File: src/rtl/cv32e40p_core_v_xif_pkg.sv
// rtl/cv32e40p_core_v_xif_pkg.sv - CORE-V-X-IF shared types for the result buffer
package cv32e40p_core_v_xif_pkg;

    localparam int X_RESULT_BUF_DEPTH = 2;

    typedef struct packed {
        logic [3:0]  id;
        logic [4:0]  rd;
        logic [31:0] data;
        logic        we;
    } x_result_entry_t;

endpackage

File: src/rtl/cv32e40p_x_result_fifo.sv
// rtl/cv32e40p_x_result_fifo.sv - circular FIFO of x_result_entry_t with head read
module cv32e40p_x_result_fifo
    import cv32e40p_core_v_xif_pkg::*;
#(
    parameter int DEPTH = X_RESULT_BUF_DEPTH
) (
    input  logic            clk_i,
    input  logic            rst_ni,
    input  logic            push_i,
    input  x_result_entry_t data_i,
    input  logic            pop_i,
    output x_result_entry_t head_o,
    output logic            empty_o,
    output logic            full_o
);

    localparam int AW = $clog2(DEPTH);
    localparam logic [AW:0] FULL_CNT = (AW + 1)'(DEPTH);

    x_result_entry_t mem_q [DEPTH];
    logic [AW-1:0]   rd_ptr_q, rd_ptr_d;
    logic [AW-1:0]   wr_ptr_q, wr_ptr_d;
    logic [AW:0]     count_q, count_d;
    logic            do_push, do_pop;

    assign empty_o = (count_q == '0);
    assign full_o  = (count_q == FULL_CNT);
    assign do_push = push_i & ~full_o;
    assign do_pop  = pop_i & ~empty_o;
    assign head_o  = mem_q[rd_ptr_q];

    // DEPTH is a power of two, so plain increment wraps the pointers
    always_comb begin
        rd_ptr_d = do_pop  ? rd_ptr_q + AW'(1) : rd_ptr_q;
        wr_ptr_d = do_push ? wr_ptr_q + AW'(1) : wr_ptr_q;
        count_d  = count_q;
        case ({do_push, do_pop})
            2'b10:   count_d = count_q + (AW + 1)'(1);
            2'b01:   count_d = count_q - (AW + 1)'(1);
            default: count_d = count_q;
        endcase
    end

    always_ff @(posedge clk_i or negedge rst_ni) begin
        if (!rst_ni) begin
            rd_ptr_q <= '0;
            wr_ptr_q <= '0;
            count_q  <= '0;
            for (int i = 0; i < DEPTH; i++) begin
                mem_q[i] <= '0;
            end
        end else begin
            rd_ptr_q <= rd_ptr_d;
            wr_ptr_q <= wr_ptr_d;
            count_q  <= count_d;
            if (do_push) begin
                mem_q[wr_ptr_q] <= data_i;
            end
        end
    end

endmodule

File: src/rtl/cv32e40p_x_result_buf.sv
// rtl/cv32e40p_x_result_buf.sv - X-IF result buffer feeding idle RF write slots; CV32E40P_X_RESULT_BYPASS_EN enables same-cycle bypass
module cv32e40p_x_result_buf
    import cv32e40p_core_v_xif_pkg::*;
#(
    parameter int DEPTH = X_RESULT_BUF_DEPTH
) (
    input  logic        clk_i,
    input  logic        rst_ni,
    input  logic        x_result_valid_i,
    output logic        x_result_ready_o,
    input  logic [3:0]  x_result_id_i,
    input  logic [31:0] x_result_data_i,
    input  logic [4:0]  x_result_rd_i,
    input  logic        x_result_we_i,
    input  logic        core_wb_we_i,
    output logic        rf_we_o,
    output logic [4:0]  rf_waddr_o,
    output logic [31:0] rf_wdata_o,
    output logic        sb_clr_valid_o,
    output logic [4:0]  sb_clr_rd_o,
    output logic [3:0]  retire_id_o,
    output logic        buf_empty_o,
    output logic        buf_full_o
);

    x_result_entry_t in_entry;
    x_result_entry_t head;
    x_result_entry_t ret;
    logic            empty, full, push, pop, retire;

    assign in_entry = '{id: x_result_id_i, rd: x_result_rd_i,
                        data: x_result_data_i, we: x_result_we_i};

    cv32e40p_x_result_fifo #(
        .DEPTH(DEPTH)
    ) u_fifo (
        .clk_i  (clk_i),
        .rst_ni (rst_ni),
        .push_i (push),
        .data_i (in_entry),
        .pop_i  (pop),
        .head_o (head),
        .empty_o(empty),
        .full_o (full)
    );

    assign x_result_ready_o = ~full;
    assign buf_empty_o      = empty;
    assign buf_full_o       = full;

    // Writing heads wait for an idle RF port; non-writing heads leave at once
    always_comb begin
        retire = 1'b0;
        pop    = 1'b0;
        ret    = head;
        if (!empty) begin
            retire = ~head.we | ~core_wb_we_i;
            pop    = retire;
        end
`ifdef CV32E40P_X_RESULT_BYPASS_EN
        else if (x_result_valid_i && (!core_wb_we_i || !x_result_we_i)) begin
            retire = 1'b1;
            ret    = in_entry;
        end
`endif
    end

`ifdef CV32E40P_X_RESULT_BYPASS_EN
    assign push = x_result_valid_i & ~full & ~(empty & retire);
`else
    assign push = x_result_valid_i & ~full;
`endif

    // x0 writes still retire and clear the scoreboard, but never hit the RF
    assign rf_we_o        = retire & ret.we & (ret.rd != 5'd0);
    assign rf_waddr_o     = (retire & ret.we) ? ret.rd : 5'd0;
    assign rf_wdata_o     = (retire & ret.we) ? ret.data : 32'd0;
    assign sb_clr_valid_o = retire & ret.we;
    assign sb_clr_rd_o    = (retire & ret.we) ? ret.rd : 5'd0;
    assign retire_id_o    = retire ? ret.id : 4'd0;

endmodule

File: config.mk
export PLATFORM = sky130hd
export DESIGN_NAME = cv32e40p_x_result_buf
export DESIGN_NICKNAME = d
export VERILOG_FILES = /design/src/rtl/cv32e40p_core_v_xif_pkg.sv /design/src/rtl/cv32e40p_x_result_fifo.sv /design/src/rtl/cv32e40p_x_result_buf.sv
export SDC_FILE = /design/constraint.sdc
export NUM_CORES = 1
export LEC_CHECK = 0
export BUFFER_PORTS_ARGS = -buffer_cell sky130_fd_sc_hd__buf_2
export CAP_MARGIN = 20
export CORE_MARGIN = 10
export CORE_UTILIZATION = 53
export DETAILED_ROUTE_END_ITERATION = 16
export PLACE_DENSITY_LB_ADDON = 0.15
export SETUP_SLACK_MARGIN = 0.1
export SKIP_LAST_GASP = 1
export SYNTH_ARGS = -nofsm -noshare
export SYNTH_HDL_FRONTEND = slang
export SYNTH_SLANG_ARGS = --single-unit
export TNS_END_PERCENT = 1
File: constraint.sdc
create_clock -name clk_i -period 2.32 [get_ports clk_i]
set_clock_uncertainty 0.05 [all_clocks]
set_input_delay 0.464 -clock clk_i [delete_from_list [all_inputs] [get_ports clk_i]]
set_output_delay 0.464 -clock clk_i [all_outputs]
set_load 0.01 [all_outputs]
==> results.md <==
- Status: finished, final reports clean
- First-pass detailed-route iteration total: 4
- Period utilization: 98.6%
- Setup Viol. Count Final: 0
- Reg area: 2200 sq um
- Synth Area in Compound Gates: less than 1%
- Syn Area/Cell: 13.3 sq um
- Htree depth: 3
- HP Class: input port to async pin
- Total routed wirelength: 8540 um
- Clk pwr share: 16.1%
- FMAX: 0.437 GHz
- Multi-input gate area: about 1700 sq um
- Power density over the cells: around 1400 nW/um^2
- Std-Cell Core Area: 7330 sq um
- Total GRT Usage: 15.2%
- Total Neg Setup Slack: 0 ns
- Routed vias/inst: 5.17
- Critical path's slowest cell: dfrtp_2
- Routed len/inst: about 17 um
- Mapped Cells: between 300 and 400
- Starting Density: a little under three fifths
- DR vias: 2,609
- Synth async-reset ratio: 100%
- CP Data Arrival Time: 1.77 ns
- Post-synth top flop: dfrtp_1
- Post-DP Area: approximately 4600 sq um
- First-pass GRT wire length: about 14,000 um
- Slew Limit Fails: 0
- CP startpoint kind: flop
- Total power: 0.00715 W
- Critical-path cell list: mux2i_1 -> or3_4 -> buf_6 -> nor3_2 -> buf_2
- CP endpoint kind: primary output
- Routed Antenna Nets: 0
- Final nets: around 450
- Root buf cell: clkbuf_8
- Vias in the first global route: 2,877
- Clock slew at reported path FFs: 0.08 ns
- Flops & latches, synth: 88
- Hold Fails Final Rpt: 0
- Finished Core Util: 67.5%
- Port bufs: 96
- Post-Synth Simple-Gate Area: 5.80%
- # hold bufs at CTS: 0
- Leak pwr: 2.40 nW
- Design Area, Final: around 4900 sq um
- Antenna Diode Count: 0
- Post-Synth XOR/XNOR Area: less than 1%
- Register-to-Register Path Depth: 6
- Synth Warn #: 0
- Num rows: 31
- Slowest stage delay, CP: 0.42 ns
- Max cap viols: 0
- Synthesized Nets: 350
- Crit Path Max Fanout: 14
- Adder-Cell Fraction of Synth Area: less than 1%
- Initial antenna violation count: 0
- Switch share: 33.6%
- RSZ-0062 raised after global routing: true
- Part of the power in registers: a little under two fifths
- Filler cell count: 612
- GP Congestion: 0.757
- Largest net degree at the start of global routing: 47
- CTS buffer count: 9
- VDD IR max: 0.670 mV
- Netlist cell types: 25
- P&R area growth vs syn: 22.5%
- Die footprint: around 12,000 sq um
- Relative slew slack: 60.5%
- Ports: between 90 and 100
- Crit path kind: flop to primary output
- Post-synth EDFFs: 0
- Clock Tree Buf Depth: 2
- Worst slew pin tran: 0.592 ns
- CTS sink count: 88
- Post-Syn Area: 4040 sq um
- WP data required: 1.81 ns
- Register area share after synthesis: a little over half
- Post-DP HPWL: 6030 um
- Internal power: 0.00475 W
- Layout cells sized above 1: between 50% and 60%
- DRC: 0
- GRT overflow: 0
- Clk_lat worst skew: 0.34 ns
- Combinational fraction of design power: 45.5%
- Iter 0 DRT Violations: 50
- Sw power: 0.00240 W
- Min Tclk post-route: 2.29 ns
- Die Y: 107 um
- TritonCTS clock tree: done
- Largest family of logic cells by synthesized area: multiplexers
- Mux share of post-synthesis cell area: between 30 and 40%
- Die width: 107 um
## per-layer routing
| metal | wire [um] | global-route usage, % | vias up |
|---|---|---|---|
| met5 | 0 | 0 | - |
| li1 | - | - | 1236 |
| met2 | 4120 | 25.6 | 69 |
| met3 | 598 | 4.79 | 10 |
| met1 | 3720 | 17.9 | 1294 |
| met4 | 101 | 5.22 | 0 |
## flip-flops by register name, indices dropped and copies added, names as in the netlist
register         flops
u_fifo.rd_ptr_q      1
u_fifo.wr_ptr_q      1
u_fifo.count_q       2
u_fifo.mem_q        84
## power groups by stage
stage / registers, W / logic (W) / clock network (W)
detailed placement: 0.00280 / 0.00312 / 0
finish: 0.00275 / 0.00325 / 0.00115
CTS: 0.00274 / 0.00322 / 0.00118
global route: 0.00285 / 0.00358 / 0.00125
floorplan: 0.00266 / 0.00233 / 0
global placement: 0.00276 / 0.00306 / 0
## synth_stat cells, types with 2 or more instances
cell type	n	area [sq um]
buf_2	9	45.0
buf_4	5	37.5
buf_6	4	45.0
clkbuf_1	4	15.0
dfrtp_1	88	2200
inv_1	4	15.0
mux2_1	2	22.5
mux2_2	82	923
mux2i_1	42	420
nor2_1	43	161
nor3_1	3	15.0
or4_1	2	15.0
xnor2_1	3	26.3
## critical path, delay by kind of cell, from the launching register on
kind                   cells  cell delay (ns)
and+or+nand+nor            2             0.53
muxes                      1             0.15
buffers and inverters      2             0.32
DFF                        1             0.42
## worst paths after layout
path	from	end	slack (ns)
setup / recovery	u_fifo.rd_ptr_q$_DFFE_PN0P_	rf_we_o	0.03
hold / removal	rst_ni	u_fifo.mem_q[43]$_DFFE_PN0P_	0.06
min in group clk_i	x_result_data_i[23]	u_fifo.mem_q[66]$_DFFE_PN0P_	0.31
hold reg to reg	u_fifo.mem_q[74]$_DFFE_PN0P_	u_fifo.mem_q[74]$_DFFE_PN0P_	0.45
max in group asynchronous	rst_ni	u_fifo.mem_q[37]$_DFFE_PN0P_	1.53
setup reg to reg	u_fifo.count_q[0]$_DFFE_PN0P_	u_fifo.mem_q[47]$_DFFE_PN0P_	0.34
## cell type report
class / instances / area share [%]
sequential: 88 / 44.5
tap: 99 / 2.50
inverter: 5 / 0.379
timing repair buffer: 110 / 13.9
multi-input combinational: 188 / 34.2
clock inverter: 3 / 1.32
clock buffer: 12 / 3.14
## per-stage QoR
stage	instances	hold slack [ns]	worst slack, ns
5_1_grt	505	0.0896	-0.0536
2_1_floorplan	303	0.118	0.134
3_3_place_gp	486	0.421	0.304
3_5_place_dp	486	0.427	0.267
6_report	505	0.0620	0.0323
4_1_cts	504	0.0794	0.0298
## kinds of logic (layout without fill, tap and decap cells)
kind of cell / after synthesis / after routing
flops: 88 / 88
simple gates: 53 / 53
buf+inv: 27 / 130
xor+xnor: 4 / 4
fa+ha+maj: 1 / 1
mux: 126 / 126
compound gates: 4 / 4
## placed cells by master (no fill, tap or decap), types with 2 or more instances in the layout
cell type  netlist  final
buf_2            9     95
dfrtp_1         88     87
mux2_2          82     82
mux2i_1         42     42
nor2_1          43     41
clkbuf_8         0     11
buf_4            5      7
inv_1            4      4
buf_12           0      4
xnor2_1          3      3
nor2_2           0      2
or4_1            2      2
nor3_1           3      2
mux2_1           2      2
bufinv_16        0      2
## repair_timing
item	4_1_cts	5_1_grt
buffers inserted	3	0
gates resized for setup	3	5
endpoints found under the setup margin	43	47
cloned	0	1
Note: power is estimated with default switching activity, not from simulation.
